$ cat src/rtl/result_pkt_writer.sv
// result_pkt_writer: drains the result FIFO into the PCIe result RAM as data words followed by a length header
module result_pkt_writer #(
    parameter int DATA_W    = 32,
    parameter int ADDR_W    = 16,
    parameter int BASE_ADDR = 0
) (
    input  logic              sys_clk,
    input  logic              sys_rst_n,
    input  logic              job_start,
    input  logic [15:0]       result_num,
    input  logic              result_fifo_empty,
    input  logic [DATA_W-1:0] result_fifo_rdat,
    output logic              result_fifo_rden,
    output logic              pcie_ram_wen,
    output logic [ADDR_W-1:0] pcie_ram_waddr,
    output logic [DATA_W-1:0] pcie_ram_wdat,
    output logic              result_write_done,
    output logic              busy
);
    typedef enum logic [2:0] {IDLE, DRAIN, WAIT, HDR, DONE} state_t;
    localparam logic [ADDR_W-1:0] HDR_ADDR = ADDR_W'(BASE_ADDR);
    state_t state_q, state_d;
    logic [15:0] num_q, num_d, issued_q, issued_d, written_q, written_d;
    logic rd_vld_q, busy_q, busy_d, done_q, done_d, wen_q, wen_d, start;
    logic [ADDR_W-1:0] waddr_q, waddr_d;
    logic [DATA_W-1:0] wdat_q, wdat_d;
    always_comb begin
        start = job_start && !busy_q && state_q == IDLE;
        result_fifo_rden = state_q == DRAIN && !result_fifo_empty && issued_q < num_q;
        num_d = start ? result_num : num_q;
        issued_d = start ? '0 : issued_q + 16'(result_fifo_rden);
        written_d = start ? '0 : written_q + 16'(rd_vld_q);
        wen_d = rd_vld_q || state_q == HDR;
        waddr_d = rd_vld_q ? HDR_ADDR + ADDR_W'(1) + ADDR_W'(written_q) : state_q == HDR ? HDR_ADDR : waddr_q;
        wdat_d = rd_vld_q ? result_fifo_rdat : state_q == HDR ? DATA_W'(num_q) : wdat_q;
        done_d = state_q == DONE;
        busy_d = start ? 1'b1 : done_q ? 1'b0 : busy_q;
        case (state_q)
            IDLE:    state_d = start ? (result_num != '0 ? DRAIN : HDR) : IDLE;
            DRAIN:   state_d = issued_d == num_q ? WAIT : DRAIN;
            WAIT:    state_d = written_d == num_q ? HDR : WAIT;
            HDR:     state_d = DONE;
            default: state_d = IDLE;
        endcase
    end
    always_ff @(posedge sys_clk or negedge sys_rst_n) begin
        if (!sys_rst_n) begin
            state_q   <= IDLE;
            num_q     <= '0;
            issued_q  <= '0;
            written_q <= '0;
            rd_vld_q  <= 1'b0;
            busy_q    <= 1'b0;
            done_q    <= 1'b0;
            wen_q     <= 1'b0;
            waddr_q   <= '0;
            wdat_q    <= '0;
        end else begin
            state_q   <= state_d;
            num_q     <= num_d;
            issued_q  <= issued_d;
            written_q <= written_d;
            rd_vld_q  <= result_fifo_rden;
            busy_q    <= busy_d;
            done_q    <= done_d;
            wen_q     <= wen_d;
            waddr_q   <= waddr_d;
            wdat_q    <= wdat_d;
        end
    end
    assign pcie_ram_wen      = wen_q;
    assign pcie_ram_waddr    = waddr_q;
    assign pcie_ram_wdat     = wdat_q;
    assign result_write_done = done_q;
    assign busy              = busy_q;
endmodule
$ cat config.mk
export PLATFORM = sky130hd
export DESIGN_NAME = result_pkt_writer
export DESIGN_NICKNAME = d
export VERILOG_FILES = /design/src/rtl/result_pkt_writer.sv
export SDC_FILE = /design/constraint.sdc
export NUM_CORES = 1
export LEC_CHECK = 0
export BUFFER_PORTS_ARGS = -buffer_cell sky130_fd_sc_hd__buf_2
export CAP_MARGIN = 20
export CORE_ASPECT_RATIO = 1.1
export CORE_UTILIZATION = 35
export DETAILED_ROUTE_END_ITERATION = 12
export PLACE_DENSITY = 0.64
export SYNTH_ARGS = -nofsm -noshare
export SYNTH_HDL_FRONTEND = slang
export SYNTH_SLANG_ARGS = --single-unit
$ cat constraint.sdc
create_clock -name sys_clk -period 10.4 [get_ports sys_clk]
set_input_delay 0.52 -clock sys_clk [delete_from_list [all_inputs] [get_ports sys_clk]]
set_output_delay 0.52 -clock sys_clk [all_outputs]
set_load 0.03 [all_outputs]
# [Word level (Yosys, flattened, before mapping)]
# Index checks and enable logic that the tools add are counted.
# Widths: inputs -> output; s select.
[word_totals] output_inout_bits=52 in_bits=52 word_cells=44 reg_bits=103
[classes] addsub=3 n_eq_ne=6 muxes=13 n_reduce_logical=11 magnitude_cmp=1
[op_table] op="$mux 16" n=4
[op_table] op="$mux 32" n=2
[op_table] op="$add 16x1->16" n=2
[op_table] op="$eq 16x16->1" n=2
[op_table] op="$add 1x16->16 const A" n=1
[op_table] op="$lt 16x16->1" n=1
[op_table] op="$reduce_bool 16->1" n=1
[op_table] op="$pmux 3 s4" n=1
[op_table] op="$eq 3x2->1 const B" n=2
[op_table] op="$mux 2" n=3
[op_table] op="$logic_and 1x1->1" n=4
[op_table] op="$reduce_bool 2->1" n=2
[op_table] op="$eq 3x1->1 const B" n=1
[op_table] op="$eq 3x3->1 const B" n=1
[op_table] op="$logic_not 3->1" n=1
[op_table] op="$mux 1" n=3
[op_table] op="$logic_not 1->1" n=2
[op_table] op="$logic_or 1x1->1" n=1

# [Logic depth before layout (Yosys ltp)]
[logic_depth] depth_word=8 mapped_depth=17 ltp_nobuf=17

# [Worst setup path after synthesis]
# No wires, ideal clock.
[synth_path] path_type="reg2reg" startpoint="register state_q[0]" endpoint="register state_q[0]" setup_slack_ns=6.192 setup_time_ns=0.127 path_stages_with_launch=17 path_buffers=3 t_arrival_ns=4.081 required_time_ns=10.273 path_cell_list="dfrtp_1 > clkbuf_1 > clkbuf_1 > buf_1 > nand2_1 > nor3_1 > o211ai_1 > a21oi_1 > ha_1 > ha_1 > nand2_1 > or4_1 > a21oi_1 > xnor2_1 > o211a_1 > nand4_1 > a311o_2"
[synth_between] elab_chain_len=8 elab_cells_between_ends=16 classes_between="1 x add/sub; 5 x eq/ne; 6 x mux; 4 x reduce/logical"
[synth_lines] element="start: declaration" line="22" source="state_t state_q, state_d;"
[synth_lines] element="start signal: assignment" line="59" source="state_q <= state_d;"
[synth_lines] element="$eq 3x1->1" line="29" source="result_fifo_rden = state_q == DRAIN && !result_fifo_empty && issued_q < num_q;"
[synth_lines] element="$logic_and 1x1->1 (2 in series)" line="29"
[synth_lines] element="via result_fifo_rden" line="13" source="output logic result_fifo_rden,"
[synth_lines] element="$add 16x1->16" line="31" source="issued_d = start ? '0 : issued_q + 16'(result_fifo_rden);"
[synth_lines] element="$mux 16" line="31"
[synth_lines] element="via issued_d[8]" line="23" source="logic [15:0] num_q, num_d, issued_q, issued_d, written_q, written_d;"
[synth_lines] element="$eq 16x16->1" line="40" source="DRAIN: state_d = issued_d == num_q ? WAIT : DRAIN;"
[synth_lines] element="$mux 2" line="40"
[synth_lines] element="$pmux 3 s4" line="38" source="case (state_q)"
[synth_lines] element="via state_d[0]" line="22"
# The timed path passes the listed nets, and every way through them passes these cells.
# A chain may end at the register's enable or synchronous reset.

# [Final worst setup path]
[layout_path] startpoint="register num_q[1]" endpoint="register state_q[0]"
[layout_between] elab_chain_len=7 elab_cells_between_ends=9 classes_between="1 x add/sub; 1 x order compare; 2 x eq/ne; 4 x mux; 1 x reduce/logical"
[layout_lines] element="start: declaration" line="23"
[layout_lines] element="start signal: assignment" line="60" source="num_q <= num_d;"
[layout_lines] element="$lt 16x16->1" line="29"
[layout_lines] element="$logic_and 1x1->1" line="29"
[layout_lines] element="$add 16x1->16" line="31"
[layout_lines] element="$mux 16" line="31"
[layout_lines] element="$eq 16x16->1" line="40"
[layout_lines] element="$mux 2" line="40"
[layout_lines] element="$pmux 3 s4 *" line="38"
[layout_lines] element="via state_d[0]" line="22"
# Mark *: on every way through the listed nets, which the timed path passes. The rest lies on a longest branch.

==> results by group <==
Timing
  – Min cycle time layout: about 4300 ps
  – Max-slew headroom: 40.2%
  – Max Fclk: 234 MHz
  – Slew @ Worst Pin: roughly 900 ps
  – RSZ-0062 raised after global routing: false
  – Slew Limit Fails: 0
  – Tcrit/Tclk final: 41.0%
  – Final setup vio count: 0
  – Worst clock skew: 9.72 ps
  – TNS Setup: 0 ps
  – Final Hold Fails: 0

CTS
  – TritonCTS clock tree: done
  – Hold_buf cts: 0
  – Max clock buf depth: 2
  – Total CTS buffers: 9
  – CTS H-tree lvls: 3
  – Clock-pin slew on the worst setup and hold paths: approximately 70 ps
  – Resize count post-CTS: 0
  – CTS Root Cell: clkbuf_16
  – CTS Sinks: 103
  – Setup bufs post-CTS: 0
  – Clk Latency, worst-skew pair: 360 ps

Pwr
  – Worst vdd ir: 0.0000794 V
  – Tot Pwr: ~1.2 mW
  – Part of the power in registers: a little over two fifths
  – Clock share of power: 28.8%
  – Combinational share of power: a little over a quarter
  – Leakage power: a little over 3 nW
  – P_int: 0.777 mW
  – Net load switching power: 0.447 mW
  – Pwr per Cell Area: 183 nW/um^2
  – Net Sw Frac: 36.5%

Logic synthesis
  – Sequential area share after synthesis: 45.3%
  – Synth Register Bits: 103
  – Top post-synthesis cells by area: dfrtp_1, o21ai_0, nand2_1, ha_1, xnor2_1
  – Syn Nets: 718
  – Asr flop ratio synth: 100%
  – Synth warn: 0
  – Cell variety after synth: 54
  – Cell Area, Synth: 5690 um^2
  – Yosys top cell area share: around 45%
  – Main flop type after synthesis: dfrtp_1
  – Area leader, netlist: dfrtp_1
  – Post-Synthesis Cells: 645
  – Syn Area/Cell: 8.82 um^2
  – EDFF count, synth: 0

Floorplan
  – Die width: roughly 120 um
  – Die ar.: 16800 um^2
  – I/O pins: ~100
  – Area of the core: 15800 um^2
  – Site Rows: 48
  – Chip height: 136 um
  – Initial core utilization: 36.0%

Finish
  – Filler cell count: 1594
  – Most frequent cells in the layout: dfrtp_1, buf_2, nand2_1, o21ai_0, nor2_1
  – ANT cells: 0
  – Synthesis-to-finish area growth: 17.5%
  – Layout Nets: around 800
  – Ratio of cells with drive above 1 in the final layout: approximately a fifth
  – Finished Cell Area: 6680 um^2

Setup path
  – Register-to-Register Path Depth: 16
  – WP data arrival: roughly 4500 ps
  – Critical path startpoint category: flip-flop
  – CP max FO: 11
  – Setup Crit Path Kind: reg -> reg
  – R2R setup slack: 6130 ps
  – Crit end category: flip-flop
  – RR Endpoint: state_q[0]
  – WP data required: 10640 ps
  – Worst R2R Start: num_q[1]

GRT
  – Met3 usage: about 4.4%
  – Met1 usage: 26.2%
  – GRT busiest layer: met2
  – Total Routing Usage GR: 19.4%
  – First-pass GRT wire length: about 25000 um
  – Grt ovf: 0
  – Pin count of the biggest net entering global routing: 93
  – GR Util met2: 29.9%
  – Vias in the first global route: 4695
  – Initial antenna violation count: 0

Drt
  – DRT Pass-1 Iters: 6
  – WL/cell: between 15 and 20 um
  – DRC Markers: 0
  – Initial DRC count: about 440
  – Via count: between 4000 and 5000
  – Final WL: ~15000 um
  – Routed Antenna Nets: 0
  – Vias per cell: 5.36

Min path
  – Hold crit path type: in -> async

Flow run
  – MaxCap Viol Count: 0

Placement
  – Port bufs: approximately 100
  – Post-DP HPWL: 11000 um
  – Final Wtd Congestion: 0.923
  – Placed Area: 6320 um^2

Outcome
  – Run status: complete, no violations
## power by group through the flow
stage                     Clock (mW)  Combinational, mW  Sequential [mW]
after floorplan                    0              0.197            0.574
after global placement             0              0.331            0.542
after detailed placement           0              0.334            0.543
after CTS                      0.362              0.336            0.536
after global routing           0.378              0.377            0.550
final                          0.353              0.334            0.536
## critical path, stage by stage (launching register included)
cell	delay (ps)
dfrtp_1	470
inv_1	130
ha_1	310
a21o_1	160
a21o_1	160
a21o_1	170
a21oi_1	130
o21ai_0	80
a21oi_1	240
ha_1	220
nand3_1	340
or3_1	510
a32oi_1	210
o311ai_0	170
nor4_1	310
nand4_1	150
a311o_2	410
## cell usage after synthesis, types with 2 or more instances
library cell,count
dfrtp_1,103
nand2_1,100
o21ai_0,79
nor2_1,42
a21oi_1,34
clkbuf_1,27
inv_1,26
xnor2_1,22
ha_1,21
nand3_1,18
nor4_1,15
xor2_1,14
nand4_1,13
nor3_1,13
or4_1,11
mux2i_1,9
buf_1,8
o31ai_1,7
or3_1,7
a211oi_1,6
a21o_1,6
and2_1,6
o21bai_1,6
a22o_1,5
buf_2,4
o22ai_1,4
o211ai_1,3
o311ai_0,3
or2_2,3
a31oi_1,2
a32oi_1,2
and3_1,2
nand2b_1,2
nor3b_1,2
## kinds of logic (layout without fill, tap and decap cells)
| family | after synthesis | in the layout | synth area share [%] |
|---|---|---|---|
| AOI/OAI and AO/OA | 168 | 168 | 17.6 |
| xor gates and xnor gates | 36 | 36 | 5.54 |
| adders and majority gates | 21 | 21 | 4.62 |
| buffers and inverters | 66 | 150 | 4.51 |
| DFF | 103 | 103 | 45.3 |
| muxes | 10 | 10 | 1.78 |
| and+or+nand+nor | 241 | 241 | 20.6 |
## final cells by class
type	instances	area [um^2]	area share, %
inverters	26	97.6	1.46
well taps	200	250	3.75
clock inverters	7	80.1	1.20
multi-input cells	476	2850	42.7
clock buffers	9	225	3.37
flip-flops and latches	103	2580	38.6
repair buffers	108	596	8.92
## stage by stage
stage	cells	utilization [%]	hold WS, ps	setup WS, ps
finish	929	42.3	71.9	6130
global route	929	42.3	94.0	5890
CTS	927	41.9	78.2	6180
detailed placement	911	40.0	461	6200
global placement	911	40.0	458	6270
floorplan	645	-	224	6190
## how the worst max path moves through the flow
| stage | startpoint | to | slack (ps) | cells after the start |
|---|---|---|---|---|
| after floorplan | state_q[0] | state_q[0] | 6190 | 16 |
| after global placement | num_q[1] | state_q[0] | 6270 | 16 |
| after detailed placement | num_q[1] | state_q[0] | 6200 | 16 |
| after CTS | num_q[1] | state_q[0] | 6180 | 16 |
| after global routing | num_q[1] | state_q[0] | 5890 | 16 |
| final | num_q[1] | state_q[0] | 6130 | 16 |
## sequential cells by signal (all words and copies together), names as in the netlist
signal / cells
issued_q: 16
pcie_ram_wen: 1
written_q: 16
state_q: 3
result_write_done: 1
pcie_ram_wdat: 32
pcie_ram_waddr: 16
num_q: 16
busy: 1
rd_vld_q: 1
## metal layers
layer | part of all wire [%] | wire, um
met5 | 0 | 0
met4 | 3.2 | 498
met3 | 5.4 | 830
met2 | 46 | 7010
met1 | 46 | 7020
(Power assumes the default switching activity.)
